### src/rtl/moving_avg_filter_pkg.sv
// Shared DSP constants and helpers for the moving-average filter family.
// avg_shift is kept generic (wide operand) so later filters can reuse it.
package moving_avg_filter_pkg;

    localparam int DEFAULT_DATA_WIDTH = 24;
    localparam int DEFAULT_LOG2_N     = 3;
    localparam int AVG_MAX_WIDTH      = 64;

    // Divide by 2**log2n, rounding toward minus infinity.
    function automatic logic signed [AVG_MAX_WIDTH-1:0] avg_shift(
        input logic signed [AVG_MAX_WIDTH-1:0] acc,
        input int                              log2n
    );
        return acc >>> log2n;
    endfunction

endpackage

### src/rtl/moving_avg_filter_if.sv
// Filter bus: the upstream FIFO pop interface plus the averaged-sample output.
interface moving_avg_filter_if
    import moving_avg_filter_pkg::*;
#(
    parameter int DATA_WIDTH = DEFAULT_DATA_WIDTH
) ();

    // Output handshake: a sample moves downstream on every clock edge where
    // out_valid & out_ready; out_data/out_valid stay stable while out_ready is low.
    logic                         fifo_empty;
    logic signed [DATA_WIDTH-1:0] fifo_rdata;
    logic                         fifo_rd;
    logic                         out_ready;
    logic                         out_valid;
    logic signed [DATA_WIDTH-1:0] out_data;
    logic                         primed;

    modport master (
        input  fifo_empty,
        input  fifo_rdata,
        input  out_ready,
        output fifo_rd,
        output out_valid,
        output out_data,
        output primed
    );

    modport slave (
        output fifo_empty,
        output fifo_rdata,
        output out_ready,
        input  fifo_rd,
        input  out_valid,
        input  out_data,
        input  primed
    );

endinterface

### src/rtl/moving_avg_filter_sample_window.sv
// N-entry circular delay line; presents the sample about to be overwritten.
// full rises on the write that completes the first N samples since reset.
module sample_window
    import moving_avg_filter_pkg::*;
#(
    parameter int DATA_WIDTH = DEFAULT_DATA_WIDTH,
    parameter int LOG2_N     = DEFAULT_LOG2_N
) (
    input  logic                         clk,
    input  logic                         reset,
    input  logic                         wr_en,
    input  logic signed [DATA_WIDTH-1:0] din,
    output logic signed [DATA_WIDTH-1:0] oldest,
    output logic                         full
);

    localparam int N = 1 << LOG2_N;
    localparam logic [LOG2_N:0] FILL_MAX  = (LOG2_N + 1)'(N);
    localparam logic [LOG2_N:0] FILL_LAST = (LOG2_N + 1)'(N - 1);

    logic signed [DATA_WIDTH-1:0] window [N];
    logic [LOG2_N-1:0]            wr_ptr;
    logic [LOG2_N:0]              fill_cnt;

    assign oldest = window[wr_ptr];

    always_ff @(posedge clk) begin
        if (reset) begin
            for (int i = 0; i < N; i++) begin
                window[i] <= '0;
            end
            wr_ptr   <= '0;
            fill_cnt <= '0;
            full     <= 1'b0;
        end else if (wr_en) begin
            window[wr_ptr] <= din;
            wr_ptr         <= wr_ptr + 1'b1;
            if (fill_cnt != FILL_MAX) begin
                fill_cnt <= fill_cnt + 1'b1;
            end
            if (fill_cnt == FILL_LAST) begin
                full <= 1'b1;
            end
        end
    end

endmodule

### src/rtl/moving_avg_filter.sv
// Streaming N-point boxcar average: pops the upstream FIFO, keeps a running
// sum over the window and registers one average per accepted sample.
module moving_avg_filter
    import moving_avg_filter_pkg::*;
#(
    parameter int DATA_WIDTH = DEFAULT_DATA_WIDTH,
    parameter int LOG2_N     = DEFAULT_LOG2_N
) (
    input  logic                clk,
    input  logic                reset,
    moving_avg_filter_if.master bus
);

    localparam int ACC_WIDTH = DATA_WIDTH + LOG2_N;

    logic                         accept;
    logic                         full;
    logic signed [DATA_WIDTH-1:0] oldest;
    logic signed [ACC_WIDTH-1:0]  acc;
    logic signed [ACC_WIDTH-1:0]  acc_next;
    logic signed [ACC_WIDTH-1:0]  x_ext;
    logic signed [ACC_WIDTH-1:0]  old_ext;
    logic signed [DATA_WIDTH-1:0] avg_next;
    logic signed [DATA_WIDTH-1:0] out_data_r;
    logic                         out_valid_r;

    // A new sample may enter whenever the output register is empty or draining now.
    assign accept      = ~reset & ~bus.fifo_empty & (~out_valid_r | bus.out_ready);
    assign bus.fifo_rd = accept;

    // LOG2_N guard bits make the N-sample sum exact for any input values.
    assign x_ext    = {{LOG2_N{bus.fifo_rdata[DATA_WIDTH-1]}}, bus.fifo_rdata};
    assign old_ext  = {{LOG2_N{oldest[DATA_WIDTH-1]}}, oldest};
    assign acc_next = acc + x_ext - old_ext;
    assign avg_next = DATA_WIDTH'(avg_shift(AVG_MAX_WIDTH'(acc_next), LOG2_N));

    sample_window #(
        .DATA_WIDTH (DATA_WIDTH),
        .LOG2_N     (LOG2_N)
    ) u_window (
        .clk    (clk),
        .reset  (reset),
        .wr_en  (accept),
        .din    (bus.fifo_rdata),
        .oldest (oldest),
        .full   (full)
    );

    always_ff @(posedge clk) begin
        if (reset) begin
            acc         <= '0;
            out_data_r  <= '0;
            out_valid_r <= 1'b0;
        end else if (accept) begin
            acc         <= acc_next;
            out_data_r  <= avg_next;
            out_valid_r <= 1'b1;
        end else if (bus.out_ready) begin
            out_valid_r <= 1'b0;
        end
    end

    assign bus.out_valid = out_valid_r;
    assign bus.out_data  = out_data_r;
    assign bus.primed    = full;

endmodule
### src/flat_wrapper.sv
// flat-port wrapper written by rule: the top's interface ports become plain ports
module moving_avg_filter_flat import moving_avg_filter_pkg::*;
#(
    parameter int DATA_WIDTH = DEFAULT_DATA_WIDTH,
    parameter int LOG2_N     = DEFAULT_LOG2_N
)
  (clk, reset, bus_fifo_empty, bus_fifo_rdata, bus_out_ready, bus_fifo_rd, bus_out_valid, bus_out_data, bus_primed);
  moving_avg_filter_if #(.DATA_WIDTH(DATA_WIDTH)) bus_i ();
  input  logic clk;
  input  logic reset;
  input wire logic [$bits(bus_i.fifo_empty)-1:0] bus_fifo_empty;
  input wire logic [$bits(bus_i.fifo_rdata)-1:0] bus_fifo_rdata;
  input wire logic [$bits(bus_i.out_ready)-1:0] bus_out_ready;
  output wire logic [$bits(bus_i.fifo_rd)-1:0] bus_fifo_rd;
  output wire logic [$bits(bus_i.out_valid)-1:0] bus_out_valid;
  output wire logic [$bits(bus_i.out_data)-1:0] bus_out_data;
  output wire logic [$bits(bus_i.primed)-1:0] bus_primed;
  assign bus_i.fifo_empty = bus_fifo_empty;
  assign bus_i.fifo_rdata = bus_fifo_rdata;
  assign bus_i.out_ready = bus_out_ready;
  assign bus_fifo_rd = bus_i.fifo_rd;
  assign bus_out_valid = bus_i.out_valid;
  assign bus_out_data = bus_i.out_data;
  assign bus_primed = bus_i.primed;
  moving_avg_filter #(.DATA_WIDTH(DATA_WIDTH), .LOG2_N(LOG2_N)) u_core (.clk(clk), .reset(reset), .bus(bus_i));
endmodule
### config.mk
export PLATFORM = sky130hd
export DESIGN_NAME = moving_avg_filter_flat
export DESIGN_NICKNAME = d
export VERILOG_FILES = /design/src/rtl/moving_avg_filter_pkg.sv /design/src/rtl/moving_avg_filter_if.sv /design/src/rtl/moving_avg_filter_sample_window.sv /design/src/rtl/moving_avg_filter.sv /design/src/flat_wrapper.sv
export SDC_FILE = /design/constraint.sdc
export NUM_CORES = 1
export LEC_CHECK = 0
export BUFFER_PORTS_ARGS = -buffer_cell sky130_fd_sc_hd__buf_4
export CORE_MARGIN = 1.5
export CORE_UTILIZATION = 36
export DETAILED_ROUTE_END_ITERATION = 8
export GPL_TIMING_DRIVEN = 1
export PLACE_DENSITY_LB_ADDON = 0.2
export RECOVER_POWER = 50
export SYNTH_ARGS = -nofsm -noshare
export SYNTH_HDL_FRONTEND = slang
export SYNTH_SLANG_ARGS = --single-unit
### constraint.sdc
create_clock -name clk -period 5.4 [get_ports clk]
set_input_delay 0.81 -clock clk [delete_from_list [all_inputs] [get_ports clk]]
set_output_delay 0.81 -clock clk [all_outputs]
set_load 0.01 [all_outputs]
==> metrics, run 1 <==
Buf+Inv Stages, Crit Path 4; sequential share of the synthesized area 0.521; Total Routing Usage GR 0.188; global-route wire length before repair 51.1 mm; cts hold-fix bufs 0; Setup Viol. Count Final 0; peak supply drop 0.242 mV; fin nets roughly 1,100; antenna violations before repair 0; most frequent cell after synthesis edfxtp_1; clock-pin slew on the worst setup and hold paths 0.06 ns; clk_skew roughly 0.020 ns; I/O Pins 55; top fanout value on the critical path 40; Area Growth Syn to Fin 11.3%; die height between 150 and 200 µm; ANT nets after route 0; post-layout util 0.406; Area contributors post-synth edfxtp_1 (46%), mux4_2 (8.6%), dfxtp_1 (6.2%); min-delay worst type input port to flip-flop; Max clock buf depth 3; FF-to-FF End u_core.bus.out_data[23]$_SDFFE_PP0P_; Critical Path Slowest Stage Cell clkbuf_1; Worst Setup EP u_core.u_window.window[5][21]$_SDFFCE_PN0P_; Detailed Route Iter0 Violations around 490; area leader, netlist edfxtp_1; syn nets roughly 1,100; PD cells around 450 nW/µm²; fin. max-slew vios 41; status finished, violations left; post-CTS sizing 0; Syn Inst Count a little over 1,000; Initial Util 0.365; TritonCTS Buffers 26; root buf cell clkbuf_16; Initial DRT Pass Iterations 5; Worst Path Required 5.68 ns; Worst R2R Setup Slack ~0.89 ns; EDFF count, synth between 150 and 200; Max-Slew Margin vs Limit -0.249; final total power between 6000 and 7000 µW; largest net degree at the start of global routing slightly below 50; leakage power a little over 0.005 µW; grt ovf 0; vias per cell between 5 and 6; crit start category input port; routability congestion estimate about 0.85; Worst path max stage delay between 1 and 1.5 ns; Tmin final ~4.8 ns; DR vias a little over 8,000; Setup CP Type input port to flip-flop; synthesized area roughly 13,000 µm²; DP Wirelength 21.6 mm; Crit. path cell count 8; fraction of layout cells with a size suffix above 1 0.166; routed length on met3 1.56 mm; worst skew pair latency between 0.5 and 0.6 ns; wire per inst 22.1 µm; Synth top area share 0.459; crit end category flip-flop; Top Metal Used met4; Worst Tran Pin Value around 1.9 ns; Routed WL approximately 34 mm; Finished Layout Cells approximately 1,500; Setup crit start reset; # placed instances ~1,500; RSZ-0062 raised after global routing no; final hold vios 0; crit share post-route 0.885; metal2 WL around 16 mm; vias in the first global route a little over 8,000; H-tree Lvls 1; CP Cell Sequence clkbuf_1 > nand2b_1 > inv_1 > nand2_1 > buf_4 > nor3b_1 > clkbuf_2 > and2_1; FF+latch count, synth roughly 230; Async SR Flop Fraction 0; top cells by count, synth edfxtp_1 (192), and2_1 (109), inv_1 (104); Post-CTS Setup Bufs 0; CTS tree built; critical path's top delay family buffers and inverters; core area between 30,000 and 40,000 µm²; Post-synth top flop edfxtp_1; number of max-cap violations 2; R2R depth 13; DRC violations left 0; fmax about 0.21 GHz; row count 68; Avg Inst Size Synth about 12 µm²; WP data arrival ~5.1 ns; die width between 150 and 200 µm; YS warnings 0; CTS sink count 231; violated checks max-capacitance violations, max-slew violations; Antenna Cells 0; WL met1 between 15 and 20 mm; Die ar. about 36,000 µm²; IO buf count 54; count of different cell masters after synthesis 71; setup TNS 0 ns
power breakdown:
part / switching [µW] / total (µW) / leakage (µW) / internal [µW]
clock: 729 / 1770 / 0.000406 / 1040
sequential: 111 / 2190 / 0.00231 / 2080
combinational: 1420 / 2380 / 0.00239 / 953
total: 2260 / 6330 / 0.00511 / 4070
through the flow:
| stage | setup WS [ns] | hold WS [ns] | cell area (µm²) |
|---|---|---|---|
| 3_3_place_gp | 0.960 | 0.448 | 13300 |
| 4_1_cts | 0.868 | 0.439 | 14100 |
| 3_5_place_dp | 0.921 | 0.448 | 13300 |
| 6_report | 0.619 | 0.460 | 14000 |
| 2_1_floorplan | 1.33 | 0.436 | 12600 |
| 5_1_grt | 0.313 | 0.441 | 14000 |
logic make-up after synthesis:
logic type | count (synthesis) | synth area share
flops | 231 | 0.521
mux | 76 | 0.110
buf+inv | 193 | 0.0677
simple gates | 334 | 0.154
fa+ha+maj | 57 | 0.0723
compound gates | 115 | 0.0572
xor+xnor | 25 | 0.0174
metal layers:
layer	global-route usage	vias up
li1	-	3732
met3	0.0245	46
met5	0	-
met4	0.0464	0
met1	0.270	4088
met2	0.303	216
how the worst min path moves through the flow:
stage	startpoint	to	cells after the start	slack (ns)
after floorplan	u_core.acc[0]$_SDFFE_PP0P_	u_core.acc[0]$_SDFFE_PP0P_	2	0.44
after global placement	u_core.acc[1]$_SDFFE_PP0P_	u_core.acc[1]$_SDFFE_PP0P_	2	0.45
after detailed placement	u_core.acc[0]$_SDFFE_PP0P_	u_core.acc[0]$_SDFFE_PP0P_	2	0.45
after CTS	bus_fifo_empty	u_core.bus.out_valid$_SDFFE_PP0P_	2	0.44
after global routing	bus_fifo_empty	u_core.bus.out_valid$_SDFFE_PP0P_	2	0.44
final	bus_fifo_empty	u_core.bus.out_valid$_SDFFE_PP0P_	2	0.46
cells in the final DEF, fill, tap and decap left out, types with 4 or more instances in the layout:
master	n
o31ai_1	4
xor2_1	9
and2_0	47
edfxtp_1	192
o21ai_0	27
nand3_1	4
a21oi_1	41
dfxtp_1	35
clkinv_1	5
nand4_1	7
or3_1	4
ha_1	31
nor3b_1	4
xnor2_1	16
clkbuf_1	38
nor2b_1	4
buf_4	38
a21o_1	4
nand2b_1	6
fa_1	26
or2_2	8
nor4_1	64
and2_1	62
nor3_1	27
mux2_2	20
inv_1	105
clkbuf_16	27
o21ai_1	7
nand2_1	50
mux2i_1	6
nor2_1	30
mux4_2	48
cell type report:
type	count	area, µm²
Fill cell	3299	20500
Sequential cell	231	6550
Multi-Input combinational cell	607	5170
Clock buffer	34	722
Tap cell	455	569
Timing Repair Buffer	74	454
Inverter	105	394
Clock inverter	14	125
registers in the layout (all words and copies together), names as in the netlist, named ones only:
name / flops
u_core.bus.out_valid: 1
u_core.u_window.wr_ptr: 3
u_core.u_window.full: 1
u_core.u_window.fill_cnt: 4
u_core.acc: 3
u_core.u_window.window: 192
u_core.bus.out_data: 24
(Power assumes the default switching activity.)
==> inputs of run 2 (changes only) <==
--- a/config.mk
+++ b/config.mk
@@ -6,7 +6,7 @@
 export NUM_CORES = 1
 export LEC_CHECK = 0
 export BUFFER_PORTS_ARGS = -buffer_cell sky130_fd_sc_hd__buf_4
-export CORE_MARGIN = 1.5
+export CORE_MARGIN = 4
 export CORE_UTILIZATION = 36
 export DETAILED_ROUTE_END_ITERATION = 8
 export GPL_TIMING_DRIVEN = 1
==> constraint.sdc (replaced) <==
create_clock -name clk -period 5.4 [get_ports clk]
set_input_delay 0.81 -clock clk [delete_from_list [all_inputs] [get_ports clk]]
set_output_delay 0.81 -clock clk [all_outputs]
set_load 0.05 [all_outputs]
==> metrics, run 2 (synthesized netlist as in run 1, its figures left out) <==
status finished, violations left; violated checks max-capacitance violations, max-slew violations; DR vias 8,094 (+0.15%); row count 68 (unchanged); final hold slack 0.457 ns (-0.00225 ns); ANT nets after route 0 (unchanged); Max clock buf depth 3 (unchanged); core area 34,500 µm² (unchanged); crit start category flip-flop; Top reg by flops u_core.u_window.window; Tmin final 4.56 ns (-0.221 ns); fin nets 1,129 (-0.088%); root buf cell clkbuf_16; most common cell after layout, fill and taps aside edfxtp_1; global-route wire length before repair 52.2 mm (+2.0%); fin. max-slew vios 92 (+120%); CTS tree built; die width 195 µm (+2.6%); Max-Slew Margin vs Limit -0.248 (+0.000569); crit end category flip-flop; Detailed Route Iter0 Violations 624 (+29%); Setup Viol. Count Final 0 (unchanged); Area Growth Syn to Fin 10.7%; TritonCTS Buffers 27 (+3.8%); Post-CTS Setup Bufs 0 (unchanged); Setup CP Type flip-flop to flip-flop; final hold vios 0 (unchanged); top fanout value on the critical path 27 (-33%); DP Wirelength 21.2 mm (-1.9%); DRC violations left 0 (unchanged); placed inst area 13,300 µm² (-0.11%); IO buf count 54 (unchanged); die height 195 µm (+2.6%); CTS sink count 231 (unchanged); fmax 0.219 GHz (+4.8%); RSZ-0062 raised after global routing no; Die ar. 38,000 µm² (+5.3%); vias in the first global route 8,151 (-0.73%); routability congestion estimate 0.806 (-4.7%); grt ovf 0 (unchanged); wire per inst 22.2 µm (+0.33%); Antenna Cells 0 (unchanged); Initial DRT Pass Iterations 5 (unchanged); crit share post-route 0.845 (-0.0409); number of max-cap violations 3 (+1); clock-pin slew on the worst setup and hold paths 0.06 ns (about the same); Largest register FFs 192 (unchanged); most frequent cells in the layout edfxtp_1 (192), inv_1 (105), nor4_1 (65); leakage power 0.00508 µW (-0.63%); fraction of layout cells with a size suffix above 1 0.161 (-0.00518); cts hold-fix bufs 0 (unchanged); WP data arrival 4.97 ns (-0.09 ns); H-tree Lvls 1 (unchanged); Top Metal Used met4; Worst Path Required 5.81 ns (+0.13 ns); worst skew pair latency 0.53 ns (about the same); Final Cell Area 13,900 µm² (-0.52%); Total Routing Usage GR 0.176 (-0.0126); Routed WL 33.7 mm (+0.14%); largest net degree at the start of global routing 49 (unchanged); post-CTS sizing 0 (unchanged); Worst Tran Pin Value 1.87 ns (-0.000854 ns); Initial Util 0.365 (unchanged); routed length on met3 1.57 mm (+0.83%); min-delay worst type flip-flop to flip-flop; metal2 WL 15.5 mm (-1.2%); setup TNS 0 ns (unchanged); WL met1 16.0 mm (+1.3%); peak supply drop 0.229 mV (-5.4%); I/O Pins 55 (unchanged); antenna violations before repair 0 (unchanged); vias per cell 5.34 (+0.35%); clk_skew 0.0199 ns (-0.000402 ns); PD cells 469 nW/µm² (+3.6%)
-- run 2: cell types whose count changed in the layout (fill, tap and decap cells not counted), moves of 2 or more --
| cell | before | now |
|---|---|---|
| and2_1 | 62 | 59 |
| clkbuf_1 | 38 | 41 |
| clkbuf_8 | 2 | 0 |
| and2_0 | 47 | 50 |
-- run 2: final cells by class --
| cell class | instances | area (µm²) |
|---|---|---|
| clock buffers | 35 | 706 |
| clock inverters | 12 | 109 |
| fillers | 3267 | 20500 |
| inverters | 105 | 394 |
| multi-input cells | 607 | 5140 |
| flip-flops and latches | 231 | 6550 |
| well taps | 455 | 569 |
| repair buffers | 72 | 442 |
-- run 2: power by group --
| group | internal (µW) | switching [µW] |
|---|---|---|
| clock | 1010 | 717 |
| sequential | 2080 | 114 |
| combinational | 953 | 1650 |
| total | 4040 | 2480 |
-- run 2: path summary, 6_finish.rpt --
| kind | endpoint | slack (ns) | cells after the start | startpoint |
|---|---|---|---|---|
| min | u_core.acc[0]$_SDFFE_PP0P_ | 0.46 | 2 | u_core.acc[0]$_SDFFE_PP0P_ |
| max reg2reg | u_core.bus.out_data[23]$_SDFFE_PP0P_ | 0.84 | 13 | flip-flop |
| min reg2reg | u_core.acc[0]$_SDFFE_PP0P_ | 0.46 | 2 | u_core.acc[0]$_SDFFE_PP0P_ |
| max | u_core.bus.out_data[23]$_SDFFE_PP0P_ | 0.84 | 13 | flip-flop |
-- run 2: critical path, stage by stage (launching register included) --
cell and delay, ns:
dfxtp_4 0.72, buf_12 0.26, mux4_2 0.55, mux2_2 0.30, fa_1 0.48, inv_1 0.04
ha_1 0.47, nand2_1 0.18, nor4_1 0.53, nor2_1 0.10, mux2i_1 0.20, o22ai_2 0.10
a41oi_2 0.17, mux2_1 0.33
-- run 2: per-layer routing --
metal  GRT usage  vias to the layer above
met5           0                        -
met2       0.278                      207
li1            -                     3727
met3      0.0250                       49
met4      0.0357                        0
met1       0.261                     4111
-- run 2: per-stage QoR --
stage          instances  worst slack (ns)   util  power [µW]
3_5_place_dp        1470             0.863  0.385        4890
6_report            1517             0.840  0.404        6530
5_1_grt             1517             0.532  0.404        6960
2_1_floorplan       1031              1.33      -        4340
4_1_cts             1517             0.817  0.409        6630
3_3_place_gp        1470             0.844  0.385        4890
==> inputs of run 3 (changes only) <==
==> constraint.sdc (replaced) <==
create_clock -name clk -period 4.65 [get_ports clk]
set_input_delay 0.6975 -clock clk [delete_from_list [all_inputs] [get_ports clk]]
set_output_delay 0.6975 -clock clk [all_outputs]
set_load 0.05 [all_outputs]
==> metrics, run 3 (synthesized netlist as in run 1, its figures left out) <==
global-route wire length before repair 52.1 mm (-0.19%); crit share post-route 0.935 (+0.0900); Initial Util 0.365 (unchanged); Total Routing Usage GR 0.175 (-0.00123); sw frac 0.383 (+0.00272); status finished, violations left; Die ar. 38,000 µm² (unchanged); # placed instances 1,474 (+0.27%); worst skew pair latency 0.53 ns (about the same); Tmin final 4.35 ns (-0.215 ns); Worst Tran Pin Value 1.96 ns (+0.0826 ns); register area 6550 µm² (unchanged); RSZ-0062 raised after global routing no; Worst R2R Setup Slack 0.30 ns (-0.54 ns); Post-CTS Setup Bufs 0 (unchanged); post-CTS sizing 0 (unchanged); die width 195 µm (unchanged); most frequent cells in the layout edfxtp_1 (192), inv_1 (105), and2_1 (71); H-tree Lvls 1 (unchanged); wire per inst 21.7 µm (-2.3%); setup TNS 0 ns (unchanged); vias in the first global route 8,392 (+3.0%); fill count 3,270 (+0.092%); FF-to-FF End u_core.bus.out_data[23]$_SDFFE_PP0P_; ANT nets after route 0 (unchanged); fin nets 1,133 (+0.35%); Detailed Route Iter0 Violations 644 (+3.2%); most common cell after layout, fill and taps aside edfxtp_1; sw power 2890 µW (+17%); Comb power frac 0.404 (+0.005); final hold vios 0 (unchanged); fin. max-slew vios 41 (-55%); clk_skew 0.00886 ns (-0.0110 ns); internal power 4660 µW (+15%); Max clock buf depth 3 (unchanged); violated checks max-capacitance violations, max-slew violations; Top reg by flops u_core.u_window.window; I/O Pins 55 (unchanged); crit start category flip-flop; peak supply drop 0.329 mV (+44%); fmax 0.230 GHz (+4.9%); IO buf count 54 (unchanged); antenna violations before repair 1 (+1); leakage power 0.00512 µW (+0.76%); R2R depth 14 (+1); final total power 7550 µW (+16%); worst hold path startpoint bus_fifo_empty; CTS tree built; vias per cell 5.30 (-0.70%); routability congestion estimate 0.839 (+4.1%); DRC violations left 0 (unchanged); Max-Slew Margin vs Limit -0.303 (-0.0551); DP Wirelength 21.6 mm (+1.6%); Setup Viol. Count Final 0 (unchanged); clock-pin slew on the worst setup and hold paths 0.06 ns (about the same); Finished Layout Cells 1,522 (+0.33%); Routed WL 33.0 mm (-2.0%); multi-input logic area 5160 µm² (+0.29%); hold path cells 2 (unchanged); clock share of power 0.259 (-0.005); grt ovf 0 (unchanged); core area 34,500 µm² (unchanged); top fanout value on the critical path 16 (-41%); WP data arrival 4.76 ns (-0.21 ns); min-delay worst type input port to flip-flop; PD cells 541 nW/µm² (+15%); final worst setup slack 0.304 ns (-0.535 ns); TritonCTS Buffers 27 (unchanged); Reg power frac 0.337 (about the same); final hold slack 0.366 ns (-0.0911 ns); Setup CP Type flip-flop to flip-flop; root buf cell clkbuf_16; number of max-cap violations 2 (-1); Antenna Cells 0 (unchanged); Largest register FFs 192 (unchanged); cts hold-fix bufs 0 (unchanged); row count 68 (unchanged); CTS sink count 231 (unchanged); die height 195 µm (unchanged); Worst Path Required 5.07 ns (-0.74 ns); Area Growth Syn to Fin 11.1%; fraction of layout cells with a size suffix above 1 0.171 (+0.00955); crit end category flip-flop; Initial DRT Pass Iterations 5 (unchanged); hold path endpoint u_core.bus.out_valid$_SDFFE_PP0P_; Post-Place Setup Slack 0.330 ns (-0.533 ns); DR vias 8,064 (-0.37%); largest net degree at the start of global routing 49 (unchanged)
run 3: cell count changes in the layout (fill, tap and decap cells not counted):
cell	before	now
nor4_4	0	1
nor4_1	65	64
clkbuf_1	41	36
inv_6	0	1
clkinvlp_4	2	4
and2_0	50	38
clkbuf_2	0	6
bufinv_16	2	1
and2_1	59	71
buf_4	37	38
buf_12	2	3
run 3: final cells by class:
type | count | share of cell area
sequential | 231 | 0.469
multi-input combinational | 607 | 0.369
clock buffer | 34 | 0.0503
timing repair buffer | 76 | 0.0347
clock inverter | 14 | 0.00735
inverter | 105 | 0.0282
tap | 455 | 0.0408
run 3: critical path, cell delays in order, from the launching register on:
cell,delay [ns]
dfxtp_2,0.57
buf_4,0.34
mux4_2,0.33
mux2i_1,0.33
inv_1,0.18
fa_1,0.52
inv_1,0.04
ha_1,0.37
a21oi_1,0.20
o221ai_1,0.15
a32oi_1,0.30
mux2i_1,0.27
o22ai_2,0.10
a41oi_2,0.18
mux2_1,0.34
run 3: how the worst max path moves through the flow:
stage / to / slack, ns
floorplan: u_core.bus.out_data[23]$_SDFFE_PP0P_ / 0.58
finish: u_core.bus.out_data[23]$_SDFFE_PP0P_ / 0.30
detailed placement: u_core.bus.out_data[23]$_SDFFE_PP0P_ / 0.33
global route: u_core.u_window.window[0][16]$_SDFFCE_PN0P_ / 0.07
CTS: u_core.bus.out_data[23]$_SDFFE_PP0P_ / 0.30
global placement: u_core.bus.out_data[23]$_SDFFE_PP0P_ / 0.41
run 3: layer usage:
metal,track usage,share of wire
met4,0.0297,0.011
met2,0.284,0.47
met1,0.254,0.47
met5,0,0.00039
met3,0.0269,0.052
run 3: power by group through the flow:
stage               registers [µW]  logic, µW  clock network, µW
global placement              2590       3110                  0
detailed placement            2600       3110                  0
global route                  2570       3390               2100
floorplan                     2530       2520                  0
CTS                           2550       3130               2010
finish                        2550       3050               1960
run 3: per-stage QoR:
stage / util / cell area [µm²]
after global routing: 0.405 / 14000
final: 0.405 / 14000
after floorplan: - / 12600
after global placement: 0.386 / 13300
after CTS: 0.410 / 14100
after detailed placement: 0.386 / 13300
